**src/rtl/rf_scoreboard.sv**
```systemverilog
// rf_scoreboard
//   Register file with a per-register busy (pending write) scoreboard.
//   Reads are combinational on NRP independent ports. Register 0 always
//   reads as zero and is never marked busy. An issued instruction marks
//   its destination busy, and its writeback clears the mark. When an issue
//   and a writeback hit the same register in one cycle, the busy mark
//   stays set, because the newer producer is still outstanding.
//
//   Optional feature macro: RF_BYPASS_EN
//     When defined, a read that matches the writeback address in the same
//     cycle returns wdata and reports the register as not busy. The
//     exception is when the same register is also being re-issued in that
//     cycle.
//
// Ports
//   clk       sole clock, rising edge
//   rst       asynchronous active-high reset
//   raddr     NRP read addresses, port p at [p*RFW +: RFW]
//   rdata     NRP read data,      port p at [p*DW  +: DW]
//   rbusy     per-port busy flag of the addressed register
//   we/waddr/wdata   writeback
//   iss_v/iss_rd     issue strobe and destination register
//   busy_cnt  population count of the busy vector
module rf_scoreboard #(
  parameter int RFW = 5,
  parameter int DW  = 32,
  parameter int NRP = 2
) (
  input  logic               clk,
  input  logic               rst,
  input  logic [NRP*RFW-1:0] raddr,
  output logic [NRP*DW-1:0]  rdata,
  output logic [NRP-1:0]     rbusy,
  input  logic               we,
  input  logic [RFW-1:0]     waddr,
  input  logic [DW-1:0]      wdata,
  input  logic               iss_v,
  input  logic [RFW-1:0]     iss_rd,
  output logic [RFW:0]       busy_cnt
);

  localparam int NREG = 1 << RFW;

  logic [DW-1:0]   regs_reg [NREG];
  logic [NREG-1:0] busy_reg;
  logic [NREG-1:0] busy_next;
  logic [RFW:0]    cnt_next;
  logic            wr_hit;
  logic            iss_hit;

  assign wr_hit  = we && (waddr != '0);
  assign iss_hit = iss_v && (iss_rd != '0);

  // Clear first, then set, so a same-cycle issue wins over the writeback.
  always_comb begin
    busy_next = busy_reg;
    if (wr_hit)
      busy_next[waddr] = 1'b0;
    if (iss_hit)
      busy_next[iss_rd] = 1'b1;
  end

  // busy_cnt is registered from the next-state vector. This keeps it in
  // step with the busy bits on the same edge.
  always_comb begin
    cnt_next = '0;
    for (int i = 0; i < NREG; i++)
      cnt_next = cnt_next + (RFW+1)'(busy_next[i]);
  end

  always_ff @(posedge clk or posedge rst) begin
    if (rst) begin
      for (int i = 0; i < NREG; i++)
        regs_reg[i] <= '0;
      busy_reg <= '0;
      busy_cnt <= '0;
    end else begin
      if (wr_hit)
        regs_reg[waddr] <= wdata;
      busy_reg <= busy_next;
      busy_cnt <= cnt_next;
    end
  end

  for (genvar gi = 0; gi < NRP; gi++) begin : g_rd
    logic [RFW-1:0] ra;
    logic [DW-1:0]  rd;
    logic           rb;

    assign ra = raddr[gi*RFW +: RFW];

    always_comb begin
      rd = regs_reg[ra];
      rb = busy_reg[ra];
      if (ra == '0) begin
        rd = '0;
        rb = 1'b0;
      end
`ifdef RF_BYPASS_EN
      // Forwarding is suppressed during reset so that every port reads
      // zero while rst is high.
      else if (wr_hit && !rst && (ra == waddr)) begin
        rd = wdata;
        rb = iss_v && (iss_rd == waddr);
      end
`endif
    end

    assign rdata[gi*DW +: DW] = rd;
    assign rbusy[gi]          = rb;
  end

endmodule

```
**config.mk**
```make
export PLATFORM = sky130hd
export DESIGN_NAME = rf_scoreboard
export DESIGN_NICKNAME = d
export VERILOG_FILES = /design/src/rtl/rf_scoreboard.sv
export SDC_FILE = /design/constraint.sdc
export NUM_CORES = 2
export LEC_CHECK = 0
export BUFFER_PORTS_ARGS = -buffer_cell sky130_fd_sc_hd__buf_2
export CAP_MARGIN = 10
export CORE_MARGIN = 4
export CORE_UTILIZATION = 45
export CTS_CLUSTER_SIZE = 24
export DETAILED_ROUTE_END_ITERATION = 7
export PLACE_DENSITY = 0.6
export SYNTH_ARGS = -nofsm -noshare
export SYNTH_HDL_FRONTEND = slang
export SYNTH_SLANG_ARGS = --single-unit
```
**constraint.sdc**
```tcl
create_clock -name clk -period 29.1 [get_ports clk]
set_input_delay 1.455 -clock clk [delete_from_list [all_inputs] [get_ports clk]]
set_output_delay 1.455 -clock clk [all_outputs]
set_load 0.05 [all_outputs]
```
After elaboration in Yosys (flattened, before gate mapping)
Cells that the tools add are included.
Storage, ports and cells
  flip-flop bits (word level): 1062
  bits of input ports: 56
  output and inout port bits: 72
Cells by class
  add/sub/neg operators: 31
  $lt $le $gt $ge: 10
  multiplexer cells: 23
  bitwise gates (word level): 6
  reduce and logical (&&, ||, !) cells: 9
Operators with widths (number)
  bitwise mux 1024 bit: 1
  binary-select mux 32 bit (select 5 bit): 2
  two-way mux 32 bit: 9
  demux 32 bit (select 5 bit): 1
  adder 6 x 1 -> 6 bit: 26
  bitwise AND 32 bit: 1
  NOT 32 bit: 1
  bitwise OR 32 bit: 1
  less-than comparator 5 x 6 -> 1 bit (second input constant): 4
  >= comparator 6 bit (second input constant): 3
  NOT 5 -> 6 bit: 3
  binary-select mux 1 bit (select 5 bit): 2
  demux 1 bit (select 5 bit): 2
  >= comparator 5 x 1 -> 1 bit (second input constant): 2
  logical NOT 5 bit: 2
  nonzero test 5 bit: 2
  adder 5 x 1 -> 6 bit: 1
  less-than comparator 6 x 1 -> 1 bit (second input constant): 1
  two-way mux 1 bit: 6
  adder 4 x 1 -> 5 bit: 1
  logical AND 1 bit: 5
  adder 3 x 1 -> 4 bit: 1
  adder 2 x 1 -> 3 bit: 1
  adder 1 x 1 -> 2 bit: 1

Longest topological paths before layout
  depth after elaboration: 40
  mapped depth: 23
  gate-level depth less buffers: 21

Worst setup path before layout
OpenSTA, ideal clock, no wires.
  path kind: input to register
  start: input port waddr[4]
  end: register busy_cnt[4]
  data arrival time: 6.802 ns
  required time: 28.977 ns
  setup slack: 22.175 ns
  stages: 22
  buffers on the path: 2
  cells stage by stage: buf_2 nor3b_1 nand2_1 clkbuf_1 a22o_1 fa_1 inv_1 fa_1 inv_1 fa_1 fa_1 inv_1 fa_1 fa_1 inv_1 ha_1 inv_1 fa_1 inv_1 a21o_1 a21oi_1 xnor2_1
On the way
  elaborated cells on any way between the ends: 43
RTL lines
  start: declaration: line 35  | input logic [RFW-1:0] waddr,
  less-than comparator 5 x 6 -> 1 bit (implied by the code) or >= comparator 5 x 1 -> 1 bit (tied branches): line 58  | busy_next[waddr] = 1'b0;
  logical AND 1 bit (implied by the code): line 58
  two-way mux 1 bit (implied by the code): line 58
  demux 1 bit (select 5 bit): line 58
  NOT 32 bit (no line)
  bitwise AND 32 bit (no line)
  two-way mux 32 bit (*): line 57  | if (wr_hit)
  bitwise OR 32 bit (no line)
  two-way mux 32 bit (*): line 59  | if (iss_hit)
  named net busy_next[17]: line 46  | logic [NREG-1:0] busy_next;
  adder 6 x 1 -> 6 bit (*) (15 in a row): line 68  | cnt_next = cnt_next + (RFW+1)'(busy_next[i]);
  named net cnt_next[4]: line 47  | logic [RFW:0] cnt_next;
  end signal: assignment: line 81  | busy_cnt <= cnt_next;
  end: declaration: line 39  | output logic [RFW:0] busy_cnt
The timed path passes the listed nets; every way through them passes the cells marked *.
A chain may end at the register's enable or synchronous reset.

Worst setup path after layout
  start: input port waddr[0]
  end: register busy_cnt[4]
On the way
  longest elaborated chain between the ends: 40
  elaborated cells on any way between the ends: 43
RTL lines (line)
  less-than comparator 5 x 6 -> 1 bit (implied by the code) or >= comparator 5 x 1 -> 1 bit (tied branches): 58
  logical AND 1 bit (implied by the code): 58
  two-way mux 1 bit (implied by the code): 58
  demux 1 bit (select 5 bit): 58
  NOT 32 bit (no line)
  bitwise AND 32 bit (no line)
  two-way mux 32 bit (*): 57
  bitwise OR 32 bit (no line)
  two-way mux 32 bit (*): 59
  adder 1 x 1 -> 2 bit: 68
  adder 2 x 1 -> 3 bit: 68
  adder 3 x 1 -> 4 bit: 68
  adder 4 x 1 -> 5 bit: 68
  adder 5 x 1 -> 6 bit: 68
  adder 6 x 1 -> 6 bit (25 in a row): 68
  adder 6 x 1 -> 6 bit (*): 68
  named net cnt_next[4]: 47
Marks and branches as above.

==> flow_summary.rst <==
.. list-table::
   :header-rows: 1

   * - Metric
     - Value
   * - Die ar.
     - between 100000 and 150000 sq um
   * - Endpoint type of the worst setup path
     - flip-flop
   * - Reg power frac
     - 0.402
   * - Area occupied by multi-input gates
     - 28600 sq um
   * - Antenna violations before repair
     - 13
   * - Combined flip-flop and latch cell area
     - 26600 sq um
   * - Post-synth EDFFs
     - 0
   * - Number of global-route vias before repair
     - around 38000
   * - TNS Setup
     - 0 ns
   * - Required time of the critical path
     - ~30 ns
   * - Final Max Slew Viols
     - 0
   * - Placeable core region
     - 126000 sq um
   * - Share of the clock period used by the worst path
     - 0.253
   * - Highest fanout seen on the critical path
     - 34
   * - Flip-flop and latch count after synthesis
     - 1062
   * - Most instantiated flip-flop cell in the synthesis netlist
     - sky130_fd_sc_hd__dfrtp_1
   * - Netlist area before placement
     - 56900 sq um
   * - Post-layout net count
     - approximately 3800
   * - Tightest slew margin relative to the limit
     - 0.212
   * - Final std cell area, no fill
     - 62900 sq um
   * - GRT Overall Usage
     - 0.285
   * - Power dissipated by switching net loads
     - 1.47 mW
   * - CTS tree
     - yes
   * - Post-CTS setup buffer count
     - 0
   * - Worst-skew pair later-pin latency
     - about 0.70 ns
   * - Number of warnings reported in the yosys synthesis log
     - 0
   * - Post_cts resized
     - 0
   * - Die outline width
     - 364 microns
   * - Post-route worst setup slack
     - about 22 ns
   * - Fraction of power consumed by the clock network
     - 0.319
   * - Placement Rows
     - 130
   * - Leakage power total
     - between 20 and 30 nW
   * - Int Pwr
     - 3.44 mW
   * - Power density over the cells
     - 78.1 nW/um^2
   * - Status
     - complete, no violations
   * - Final setup fails
     - 0
   * - Placement-stage worst setup slack
     - 21.06 ns
   * - Fraction of the yosys area taken by sequential cells
     - 0.467
   * - Fill cell total of the finished layout
     - about 11000
   * - Maximum vdd ir drop
     - 186 uV
   * - I/O Buffers
     - 127
   * - Wire length of the first global-routing pass
     - 274 mm
   * - Post-Synthesis Net Count
     - 3933
   * - Startpoint Class
     - input pin
   * - Hold Violations, Final
     - 0
   * - Number of ports placed on the die boundary
     - about 130
   * - Final GP Congestion
     - ~0.85
   * - Number of buffers inserted during clock tree synthesis
     - 118
   * - Fraction of final layout cells sized beyond drive strength 1
     - 0.517
   * - Total met2 wirelength after detailed routing
     - 87.4 mm
   * - Die Y
     - 364 microns
   * - Mean routed wirelength per cell
     - 34.1 microns
   * - Number of nets with antenna violations after detailed routing
     - 0
   * - Number of vias per cell
     - 6.67
   * - Overall overflow remaining after global route
     - 0
   * - # hold bufs at CTS
     - 0
   * - Routed length on met3
     - approximately 13 mm
   * - Async set or reset register ratio after synthesis
     - 1.00
   * - Synthesized area per cell
     - ~15 sq um
   * - Number of library cell types mapped by synthesis
     - 46
   * - Clock period minus final worst setup slack
     - 7.36 ns
   * - Combinational power share
     - 0.279
   * - Half-perimeter wire length of the detailed placement result
     - 104 mm
   * - Max-cap check violation count
     - 0
   * - Setup repair after global routing missed its margin
     - no
   * - Leading area contributor after synthesis
     - sky130_fd_sc_hd__dfrtp_1
   * - Initial cell density of the core
     - 0.453
   * - Buffer type at the clock tree root
     - sky130_fd_sc_hd__clkbuf_16
   * - Arrival time of data at the critical path endpoint
     - 7.94 ns
   * - Synth-to-Final Area Change
     - 10.5%
   * - Max Clock Skew
     - 0.0116 ns
   * - Flip-flop count of the largest register after layout
     - between 1000 and 1500
   * - Hold/Removal Path Class
     - flip-flop to flip-flop
   * - Min Hold Slack
     - 0.390 ns
   * - Transition at the pin with the smallest max-transition slack
     - 1.17 ns
   * - Deepest level of the CTS H-tree
     - 3
   * - Gate count of the mapped netlist
     - 3846
   * - Highest Clock Rate
     - 136 MHz
   * - Kind of critical path
     - input pin to flip-flop
   * - Total number of vias
     - 36599
   * - Instance area at placement
     - 58800 sq um
   * - Met1 wire length
     - roughly 80 mm
   * - Number of buffers on the longest clock path
     - 3
   * - Main area contributors after synthesis
     - sky130_fd_sc_hd__dfrtp_1 47%, sky130_fd_sc_hd__mux2_2 21%, sky130_fd_sc_hd__mux4_2 18%
   * - Maximum number of pins on one net before global-route repair
     - 100
   * - Final wirelength
     - 187 mm
   * - Sink count of the clock tree
     - 1062
   * - DRC
     - 0
   * - Reg clk slew, reported paths
     - 0.06 ns
   * - First-pass DRT Iterations
     - 5
   * - Share of Yosys cell area claimed by the top area cell type
     - 0.467
   * - First DRT Iteration DRCs
     - 3438
   * - Switching fraction of total power
     - 0.300
   * - Uppermost metal layer occupied by signal nets
     - met5
cells by family (layout without fill, tap and decap cells):
family                     after synthesis  after routing  share of synthesized area
and+or+nand+nor                        185            185                     0.0181
muxes                                 1652           1652                      0.415
DFF                                   1062           1062                      0.467
adders and majority gates               31             31                    0.00998
AOI/OAI and AO/OA                      432            432                     0.0546
xor gates and xnor gates                 3              3                   0.000462
buffers and inverters                  481            467                     0.0348
other                                    0              4                          0
synth_stat cells, drive strengths merged (2+ instances only):
master and number:
and3 2, a22o 18, dfrtp 1062, mux2i 132
a211oi 66, fa 24, nand2b 2, inv 35
a221oi 51, or2 5, nand3 4, buf 173
nor2b 71, a21o 3, a311oi 66, a22oi 79
nor3 2, nand3b 3, nor3b 7, and2 3
clkbuf 273, and3b 4, or4 2, mux2 1058
xnor2 3, mux4 462, o2111ai 15, nand2 59
ha 7, nor2 18, o21ai 127, a21oi 3
routing by layer:
layer	track usage	vias to the layer above
met4	0.109	8
met3	0.0522	397
met1	0.394	20017
met2	0.451	1480
met5	0	-
li1	-	14697
placed cells by master, fill, tap and decap left out, types with 8 or more instances in the layout:
cell / count
sky130_fd_sc_hd__mux2i_1: 132
sky130_fd_sc_hd__buf_2: 121
sky130_fd_sc_hd__a211oi_1: 66
sky130_fd_sc_hd__nor2_1: 9
sky130_fd_sc_hd__a22o_1: 18
sky130_fd_sc_hd__mux4_2: 462
sky130_fd_sc_hd__dfrtp_1: 1062
sky130_fd_sc_hd__clkbuf_16: 120
sky130_fd_sc_hd__clkbuf_8: 37
sky130_fd_sc_hd__mux2_2: 1051
sky130_fd_sc_hd__clkinv_2: 22
sky130_fd_sc_hd__nand2_4: 19
sky130_fd_sc_hd__a311oi_1: 66
sky130_fd_sc_hd__a22oi_1: 79
sky130_fd_sc_hd__clkbuf_1: 18
sky130_fd_sc_hd__a221oi_1: 51
sky130_fd_sc_hd__nand2_1: 35
sky130_fd_sc_hd__o2111ai_1: 15
sky130_fd_sc_hd__o21ai_0: 126
sky130_fd_sc_hd__fa_1: 24
sky130_fd_sc_hd__inv_1: 32
sky130_fd_sc_hd__buf_4: 89
sky130_fd_sc_hd__nor2b_1: 67
sky130_fd_sc_hd__nor2_4: 8
sky130_fd_sc_hd__bufinv_16: 11
power groups by stage:
stage	clock (mW)	combinational, mW	sequential, mW
floorplan	0	1.10	1.95
global placement	0	1.36	1.98
detailed placement	0	1.37	1.99
CTS	1.60	1.37	1.97
global route	1.65	1.50	2.01
finish	1.57	1.37	1.98
worst max-delay path: stages:
cell and delay (ns):
sky130_fd_sc_hd__buf_2 0.16, sky130_fd_sc_hd__nand2_1 0.08, sky130_fd_sc_hd__nor2_1 0.79, sky130_fd_sc_hd__nand2_4 0.79, sky130_fd_sc_hd__a22oi_1 0.43, sky130_fd_sc_hd__fa_1 0.50
sky130_fd_sc_hd__fa_1 0.55, sky130_fd_sc_hd__inv_1 0.05, sky130_fd_sc_hd__fa_1 0.46, sky130_fd_sc_hd__fa_1 0.54, sky130_fd_sc_hd__inv_1 0.05, sky130_fd_sc_hd__fa_1 0.50
sky130_fd_sc_hd__fa_1 0.42, sky130_fd_sc_hd__inv_1 0.07, sky130_fd_sc_hd__ha_1 0.17, sky130_fd_sc_hd__inv_1 0.07, sky130_fd_sc_hd__fa_1 0.45, sky130_fd_sc_hd__inv_1 0.08
sky130_fd_sc_hd__a21o_1 0.10, sky130_fd_sc_hd__a21oi_1 0.07, sky130_fd_sc_hd__xnor2_1 0.12
metrics by stage:
step	utilization	cells	total power [mW]
CTS	0.501	5482	4.94
global route	0.501	5483	5.16
global placement	0.468	5269	3.34
floorplan	-	3846	3.05
finish	0.501	5486	4.91
detailed placement	0.468	5269	3.36
path summary, 6_finish.rpt:
path,from,to,slack (ns),cells past startpoint
setup / recovery,waddr[0],busy_cnt[4],21.74,21
hold / removal,regs_reg[1021],regs_reg[1021],0.39,0
setup reg to reg,busy_reg[21],busy_cnt[4],24.07,19
hold reg to reg,regs_reg[1021],regs_reg[1021],0.39,0
max in group asynchronous,rst,regs_reg[876],24.84,6
min in group asynchronous,rst,regs_reg[961],0.77,2
layout make-up:
cell class                 instances  area share
inverter                          35     0.00223
tap                             1650      0.0328
sequential                      1062       0.423
antenna                            4    0.000159
clock buffer                     175      0.0569
clock inverter                    38     0.00780
multi-input combinational       2303       0.455
timing repair buffer             219      0.0225
Note: power is estimated with default switching activity, not from simulation.
